==> src/rtl/vjtag_byte_link_pkg.sv <==
// vjtag_byte_link_pkg
//   Shared definitions for the VirtualJTAG byte-link endpoint:
//   - PAD_BYTE_DEFAULT : byte returned to the host when the TX FIFO is empty
//   - tx_state_e       : TX load FSM encoding (IDLE=1'b0, LOAD=1'b1)
package vjtag_byte_link_pkg;

  localparam logic [7:0] PAD_BYTE_DEFAULT = 8'h00;

  typedef enum logic {
    TX_IDLE = 1'b0,
    TX_LOAD = 1'b1
  } tx_state_e;

endpackage

==> src/rtl/vjtag_byte_link_if.sv <==
// vjtag_byte_link_if
//   User-side byte streams of the VirtualJTAG link.
//   rx_* : link -> user (show-ahead head, popped on rx_valid & rx_ready)
//   tx_* : user -> link (pushed on tx_valid & tx_ready)
//   modport master : user logic
//   modport slave  : vjtag_byte_link
interface vjtag_byte_link_if;

  logic       rx_valid;
  logic       rx_ready;
  logic [7:0] rx_data;
  logic       tx_valid;
  logic       tx_ready;
  logic [7:0] tx_data;

  modport master (
    input  rx_valid, rx_data, tx_ready,
    output rx_ready, tx_valid, tx_data
  );

  modport slave (
    output rx_valid, rx_data, tx_ready,
    input  rx_ready, tx_valid, tx_data
  );

endinterface

==> src/rtl/vjtag_byte_link_byte_fifo.sv <==
// byte_fifo
//   Synchronous show-ahead byte FIFO, depth 2**DEPTH_LOG2.
//   Ports:
//     m_clock, p_reset_n : clock, async active-low reset (empties the FIFO)
//     push, din          : write din when push and there is room
//     pop                : advance head when pop and not empty
//     full, empty        : occupancy status
//     dout               : current head (valid while !empty)
//   A push on a full FIFO is accepted when a pop happens on the same edge.
module byte_fifo #(
  parameter int DEPTH_LOG2 = 4
) (
  input  logic       m_clock,
  input  logic       p_reset_n,
  input  logic       push,
  input  logic [7:0] din,
  input  logic       pop,
  output logic       full,
  output logic       empty,
  output logic [7:0] dout
);

  localparam int DEPTH = 1 << DEPTH_LOG2;
  localparam logic [DEPTH_LOG2:0] FULL_COUNT = (DEPTH_LOG2 + 1)'(DEPTH);

  logic [7:0]            mem [DEPTH];
  logic [DEPTH_LOG2-1:0] wr_ptr_reg;
  logic [DEPTH_LOG2-1:0] rd_ptr_reg;
  logic [DEPTH_LOG2:0]   count_reg;

  logic push_ok;
  logic pop_ok;

  assign empty   = (count_reg == '0);
  assign full    = (count_reg == FULL_COUNT);
  assign pop_ok  = pop & ~empty;
  // When full, the slot being written is the head being popped this edge;
  // the head was already read combinationally, so the overwrite is safe.
  assign push_ok = push & (~full | pop_ok);
  assign dout    = mem[rd_ptr_reg];

  // Storage carries no reset: only the pointers/count define its contents.
  always_ff @(posedge m_clock) begin
    if (push_ok) begin
      mem[wr_ptr_reg] <= din;
    end
  end

  // Pointers are exactly DEPTH_LOG2 bits, so increments wrap modulo depth.
  always_ff @(posedge m_clock or negedge p_reset_n) begin
    if (!p_reset_n) begin
      wr_ptr_reg <= '0;
      rd_ptr_reg <= '0;
      count_reg  <= '0;
    end else begin
      if (push_ok) wr_ptr_reg <= wr_ptr_reg + 1'b1;
      if (pop_ok)  rd_ptr_reg <= rd_ptr_reg + 1'b1;
      case ({push_ok, pop_ok})
        2'b10:   count_reg <= count_reg + 1'b1;
        2'b01:   count_reg <= count_reg - 1'b1;
        default: count_reg <= count_reg;
      endcase
    end
  end

endmodule

==> src/rtl/vjtag_byte_link.sv <==
// vjtag_byte_link
//   User-side endpoint of the VirtualJTAG byte channel (m_clock side of vjtag_uart).
//   Host->FPGA bytes (recv) are buffered in an RX FIFO; host read requests (send)
//   are answered from a TX FIFO, or with PAD_BYTE when it is empty.
//   Ports:
//     m_clock, p_reset_n     : clock, async active-low reset
//     init_recv, recv,
//     recv_data              : host write session open / byte received
//     init_send, send        : host read session open / next byte requested
//     send_set, send_data    : one-cycle strobe with the byte for the host
//     user (slave modport)   : rx/tx valid-ready user streams
//     rx_overflow            : sticky, a received byte was dropped (RX full)
//     tx_underrun            : sticky, PAD_BYTE was sent (TX empty)
//     clr_status             : clears both sticky flags (a same-edge event wins)
module vjtag_byte_link
  import vjtag_byte_link_pkg::*;
#(
  parameter int         RX_DEPTH_LOG2 = 4,
  parameter int         TX_DEPTH_LOG2 = 4,
  parameter logic [7:0] PAD_BYTE      = PAD_BYTE_DEFAULT
) (
  input  logic             m_clock,
  input  logic             p_reset_n,
  input  logic             init_recv,
  input  logic             recv,
  input  logic [7:0]       recv_data,
  input  logic             init_send,
  input  logic             send,
  output logic             send_set,
  output logic [7:0]       send_data,
  vjtag_byte_link_if.slave user,
  output logic             rx_overflow,
  output logic             tx_underrun,
  input  logic             clr_status
);

  // Opening a host write session has no effect on buffered data.
  logic unused_init_recv;
  assign unused_init_recv = init_recv;

  logic       rx_full, rx_empty, rx_pop;
  logic [7:0] rx_dout;
  logic       tx_full, tx_empty, tx_push, tx_pop;
  logic [7:0] tx_dout;

  tx_state_e  state_reg;
  logic       pending_reg;
  logic       send_set_reg;
  logic [7:0] send_data_reg;
  logic       rx_overflow_reg;
  logic       tx_underrun_reg;
  logic       service;

  // ---------------- RX path ----------------
  assign rx_pop        = ~rx_empty & user.rx_ready;
  assign user.rx_valid = ~rx_empty;
  assign user.rx_data  = rx_dout;

  byte_fifo #(.DEPTH_LOG2(RX_DEPTH_LOG2)) u_rx_fifo (
    .m_clock   (m_clock),
    .p_reset_n (p_reset_n),
    .push      (recv),
    .din       (recv_data),
    .pop       (rx_pop),
    .full      (rx_full),
    .empty     (rx_empty),
    .dout      (rx_dout)
  );

  // ---------------- TX path ----------------
  assign user.tx_ready = ~tx_full;
  assign tx_push       = user.tx_valid & ~tx_full;

  // A byte is loaded from IDLE on a fresh send, or on a send that arrived
  // during LOAD (pending) unless a new read session is opening right now.
  assign service = (state_reg == TX_IDLE) & (send | (pending_reg & ~init_send));
  assign tx_pop  = service & ~tx_empty;

  byte_fifo #(.DEPTH_LOG2(TX_DEPTH_LOG2)) u_tx_fifo (
    .m_clock   (m_clock),
    .p_reset_n (p_reset_n),
    .push      (tx_push),
    .din       (user.tx_data),
    .pop       (tx_pop),
    .full      (tx_full),
    .empty     (tx_empty),
    .dout      (tx_dout)
  );

  always_ff @(posedge m_clock or negedge p_reset_n) begin
    if (!p_reset_n) begin
      state_reg     <= TX_IDLE;
      pending_reg   <= 1'b0;
      send_set_reg  <= 1'b0;
      send_data_reg <= PAD_BYTE;
    end else begin
      send_set_reg <= 1'b0;
      case (state_reg)
        TX_IDLE: begin
          if (service) begin
            state_reg     <= TX_LOAD;
            send_set_reg  <= 1'b1;
            send_data_reg <= tx_empty ? PAD_BYTE : tx_dout;
            pending_reg   <= 1'b0;
          end else if (init_send) begin
            pending_reg   <= 1'b0;
          end
        end
        TX_LOAD: begin
          state_reg <= TX_IDLE;
          // Only one request can be queued behind the strobe in flight.
          if (send) begin
            pending_reg <= 1'b1;
          end else if (init_send) begin
            pending_reg <= 1'b0;
          end
        end
        default: state_reg <= TX_IDLE;
      endcase
    end
  end

  // Sticky status: an error event on the same edge as clr_status wins.
  always_ff @(posedge m_clock or negedge p_reset_n) begin
    if (!p_reset_n) begin
      rx_overflow_reg <= 1'b0;
      tx_underrun_reg <= 1'b0;
    end else begin
      if (recv & rx_full & ~rx_pop) begin
        rx_overflow_reg <= 1'b1;
      end else if (clr_status) begin
        rx_overflow_reg <= 1'b0;
      end
      if (service & tx_empty) begin
        tx_underrun_reg <= 1'b1;
      end else if (clr_status) begin
        tx_underrun_reg <= 1'b0;
      end
    end
  end

  assign send_set    = send_set_reg;
  assign send_data   = send_data_reg;
  assign rx_overflow = rx_overflow_reg;
  assign tx_underrun = tx_underrun_reg;

endmodule
==> src/flat_wrapper.sv <==
// flat-port wrapper written by rule: the top's interface ports become plain ports
module vjtag_byte_link_flat import vjtag_byte_link_pkg::*;
#(
  parameter int         RX_DEPTH_LOG2 = 4,
  parameter int         TX_DEPTH_LOG2 = 4,
  parameter logic [7:0] PAD_BYTE      = PAD_BYTE_DEFAULT
)
  (m_clock, p_reset_n, init_recv, recv, recv_data, init_send, send, send_set, send_data, rx_overflow, tx_underrun, clr_status, user_rx_valid, user_rx_data, user_tx_ready, user_rx_ready, user_tx_valid, user_tx_data);
  vjtag_byte_link_if user_i ();
  input  logic m_clock;
  input  logic p_reset_n;
  input  logic init_recv;
  input  logic recv;
  input  logic [7:0] recv_data;
  input  logic init_send;
  input  logic send;
  output logic send_set;
  output logic [7:0] send_data;
  output logic rx_overflow;
  output logic tx_underrun;
  input  logic clr_status;
  output wire logic [$bits(user_i.rx_valid)-1:0] user_rx_valid;
  output wire logic [$bits(user_i.rx_data)-1:0] user_rx_data;
  output wire logic [$bits(user_i.tx_ready)-1:0] user_tx_ready;
  input wire logic [$bits(user_i.rx_ready)-1:0] user_rx_ready;
  input wire logic [$bits(user_i.tx_valid)-1:0] user_tx_valid;
  input wire logic [$bits(user_i.tx_data)-1:0] user_tx_data;
  assign user_rx_valid = user_i.rx_valid;
  assign user_rx_data = user_i.rx_data;
  assign user_tx_ready = user_i.tx_ready;
  assign user_i.rx_ready = user_rx_ready;
  assign user_i.tx_valid = user_tx_valid;
  assign user_i.tx_data = user_tx_data;
  vjtag_byte_link #(.RX_DEPTH_LOG2(RX_DEPTH_LOG2), .TX_DEPTH_LOG2(TX_DEPTH_LOG2), .PAD_BYTE(PAD_BYTE)) u_core (.m_clock(m_clock), .p_reset_n(p_reset_n), .init_recv(init_recv), .recv(recv), .recv_data(recv_data), .init_send(init_send), .send(send), .send_set(send_set), .send_data(send_data), .user(user_i), .rx_overflow(rx_overflow), .tx_underrun(tx_underrun), .clr_status(clr_status));
endmodule
==> config.mk <==
export PLATFORM = sky130hd
export DESIGN_NAME = vjtag_byte_link_flat
export DESIGN_NICKNAME = d
export VERILOG_FILES = /design/src/rtl/vjtag_byte_link_pkg.sv /design/src/rtl/vjtag_byte_link_if.sv /design/src/rtl/vjtag_byte_link_byte_fifo.sv /design/src/rtl/vjtag_byte_link.sv /design/src/flat_wrapper.sv
export SDC_FILE = /design/constraint.sdc
export NUM_CORES = 1
export LEC_CHECK = 0
export ABC_AREA = 0
export CORE_UTILIZATION = 35
export CTS_CLUSTER_SIZE = 12
export DETAILED_ROUTE_END_ITERATION = 12
export PLACE_DENSITY = 0.59
export REMOVE_ABC_BUFFERS = 1
export SYNTH_ARGS = -nofsm -noshare
export SYNTH_HDL_FRONTEND = slang
export SYNTH_HIERARCHICAL = 1
export SYNTH_SLANG_ARGS = --single-unit
export TNS_END_PERCENT = 20
==> constraint.sdc <==
create_clock -name m_clock -period 3.2 [get_ports m_clock]
set_input_delay 0.32 -clock m_clock [delete_from_list [all_inputs] [get_ports m_clock]]
set_output_delay 0.32 -clock m_clock [all_outputs]
set_load 0.03 [all_outputs]
==> results.json <==
{
  "overflow": 0,
  "dieArea_um2": 35100,
  "dr_wl_met3_um": 1080,
  "ant_nets": 0,
  "setup_violations": 0,
  "hold_viol": 0,
  "insertion_delay_ns": 0.54,
  "cts_buffer_depth": 3,
  "dp_hpwl_um": 14500,
  "path_class": "reg2out",
  "regToRegStartpoint": "u_core/u_tx_fifo/count_reg[1]",
  "critPathCaptureType": "primary output",
  "total_leakage_power_nw": 4.83,
  "rows": 67,
  "slew_viol_final": 0,
  "cts-root-buf": "clkbuf_16",
  "drt-met1-wl_um": 10600,
  "grt_pass1_wl_um": 37600,
  "max_freq_ghz": 0.332,
  "num_io_pins": 46,
  "start_util_pct": 35.7,
  "ys_seq_elements": 294,
  "numClockSinks": 294,
  "worst_ep_arrival_time_ns": 2.70,
  "tightest_slew_ns": 1.12,
  "fin_nets": 766,
  "area_growth_pct": 17.1,
  "highest_layer": "met4",
  "grt_pass1_vias": 6425,
  "grt_start_max_net_pins": 39,
  "synth_edf_count": 256,
  "wl_met2_um": 11600,
  "drt_first_pass_iters": 4,
  "syn_area_um2": 12000,
  "min_from": "send",
  "post_cts_buffers": 0,
  "cts.clk_slew.worst_paths_ns": 0.06,
  "synth-main-ff-cell": "edfxtp_1",
  "whs_path_depth": 3,
  "period_share_pct": 94.3,
  "die_h_um": 187,
  "die_w_um": 187,
  "hold_class": "in2reg",
  "hold_end": "u_core/pending_reg",
  "setup_tns_ns": 0,
  "final_core_util_pct": 41.8,
  "critPathLaunchType": "flip-flop",
  "r2r_cells": 11,
  "rsz0062_at_grt": "false",
  "via_count": 6018,
  "gp_congestion": 0.776,
  "status": "complete, no violations",
  "wl_per_cell_um": 20.1,
  "antenna_found_initial": 0,
  "diodes": 0,
  "synth_async_sr_flop_share_pct": 12.9,
  "rr_endpoint": "u_core/u_tx_fifo/count_reg[4]",
  "r2r_slack_ns": 0.27,
  "cts_buffers": 31,
  "core_area_um2": 33700,
  "power_density_nw_per_um2": 894,
  "grtUsageTotal_pct": 14.0,
  "io_buffers": 44,
  "ys.warnings.count": 6,
  "wl_um": 23900,
  "period_needed_ns": 3.02,
  "skew_ns": 0.00521,
  "required_ns": 2.88,
  "htreeDepth": 1,
  "relSlewSlack_pct": 24.9,
  "drt-vias-per-instance": 5.05,
  "maxCapViolCount": 0,
  "yosysSeqAreaShare_pct": 71.8,
  "peakVddDrop_mv": 0.538,
  "syn_area_per_cell_um2": 18.5,
  "critPathMaxFanout": 16,
  "route.detailed.drc": 0,
  "cts_tree": "yes",
  "synthCells": 651,
  "ys_types": 54,
  "drt_iter0_drc": 472,
  "drive_gt1_share_pct": 19.5
}
==> repair_timing <==
item                       CTS  global route
hold buffers                 1             0
cloned                       1             0
setup endpoints to repair    1             7
hold endpoints to repair    38             0
resized for setup            0             7
==> through the flow <==
| stage | instances | instance area [um^2] | power [W] | hold slack [ns] | worst slack, ns |
|---|---|---|---|---|---|
| after global placement | 1136 | 13100 | 0.00938 | 0.496 | 0.338 |
| after floorplan | 621 | 11900 | 0.00797 | 0.0244 | 0.241 |
| after detailed placement | 1136 | 13100 | 0.00942 | 0.494 | 0.305 |
| after CTS | 1192 | 14100 | 0.0128 | 0.378 | 0.0150 |
| final | 1192 | 14100 | 0.0126 | 0.405 | 0.184 |
| after global routing | 1192 | 14100 | 0.0133 | 0.424 | 0.0506 |
==> cell usage in the layout (no fill, tap or decap), types with 3 or more instances in the layout <==
cell type	n
mux2i_1	3
o211ai_1	3
nand2_1	32
xor2_1	3
inv_1	18
nor3_1	9
buf_4	20
nor2_1	22
nor2b_1	9
buf_12	3
clkdlybuf4s50_1	36
dlymetal6s2s_1	7
a22oi_1	32
clkbuf_1	11
and3_1	9
ha_1	16
nand3_1	10
a22o_1	10
clkinv_1	5
clkinv_2	4
edfxtp_1	256
dfrtp_1	36
mux4_2	64
xnor2_1	16
clkbuf_16	31
nand2b_1	12
a21o_1	4
and2_1	8
mux2_2	3
a21oi_1	5
==> worst max path at each step <==
stage,startpoint,end,slack (ns),depth (start not counted)
2_1_floorplan,u_core/u_tx_fifo/count_reg[1],u_core/u_tx_fifo/count_reg[4],0.24,11
3_3_place_gp,u_core/u_tx_fifo/count_reg[1],u_core/u_tx_fifo/count_reg[4],0.34,11
3_5_place_dp,u_core/u_tx_fifo/count_reg[1],u_core/u_tx_fifo/count_reg[4],0.30,11
4_1_cts,u_core/u_rx_fifo/rd_ptr_reg[0],user_rx_data[4],0.01,5
5_1_grt,u_core/u_tx_fifo/count_reg[1],u_core/u_tx_fifo/count_reg[4],0.05,11
6_report,u_core/u_rx_fifo/rd_ptr_reg[0],user_rx_data[3],0.18,5
==> synth_stat cells (2+ instances only) <==
cell	n	area (um^2)
nor2_1	22	82.6
nor3_1	9	45.0
clkbuf_1	15	56.3
mux2_2	3	33.8
and3_1	9	56.3
ha_1	16	200
nor4_1	2	12.5
inv_1	18	67.6
a21oi_1	5	25.0
a22oi_1	32	240
nor2b_1	9	56.3
nand2b_1	12	75.1
o21ai_2	2	17.5
nand3_1	10	50.1
buf_1	5	18.8
mux2i_1	3	30.0
a21o_1	4	30.0
fa_1	2	40.0
inv_2	2	7.51
a22o_1	10	87.6
nand4_1	2	12.5
edfxtp_1	256	7690
xor2_1	3	26.3
xnor2_1	16	140
nand2_1	32	120
dfrtp_1	38	951
buf_2	10	50.1
a211o_1	2	17.5
and2_1	8	50.1
a32o_1	2	20.0
o22ai_1	2	12.5
mux4_2	64	1440
o221ai_1	2	17.5
o211ai_1	3	22.5
a21boi_0	2	15.0
==> final cells by class <==
class / count / area, um^2
clock buffer: 43 / 831
clock inverter: 11 / 76.3
fill: 3015 / 19600
inverter: 20 / 75.1
multi-input combinational: 307 / 3200
sequential: 294 / 8640
tap: 448 / 561
timing repair buffer: 69 / 706
==> critical path: stages (launching register included) <==
cell             delay, ns
dfrtp_2               0.46
buf_12                0.22
mux4_2                0.52
a22oi_1               0.27
nand2_1               0.09
clkdlybuf4s50_1       0.59
==> report_power, final <==
group          total (W)  switching [W]  internal, W
clock network    0.00326        0.00139      0.00187
logic            0.00420        0.00223      0.00197
registers        0.00514       0.000397      0.00474
total             0.0126        0.00401      0.00858
==> metal layers <==
| metal | up-vias | GRT usage, % |
|---|---|---|
| li1 | 2737 | - |
| met1 | 3096 | 19.2 |
| met2 | 140 | 23.1 |
| met3 | 45 | 2.12 |
| met4 | 0 | 4.00 |
| met5 | - | 0 |
==> logic make-up (layout without fill, tap and decap cells) <==
logic type | Yosys count | in the layout | share of synthesized area [%]
buf+inv | 50 | 143 | 1.66
xor+xnor | 19 | 19 | 1.38
mux | 72 | 72 | 12.8
simple gates | 124 | 124 | 5.49
compound gates | 74 | 74 | 4.86
fa+ha+maj | 18 | 18 | 2.00
flops | 294 | 294 | 71.8
Note: power is estimated with default switching activity, not from simulation.
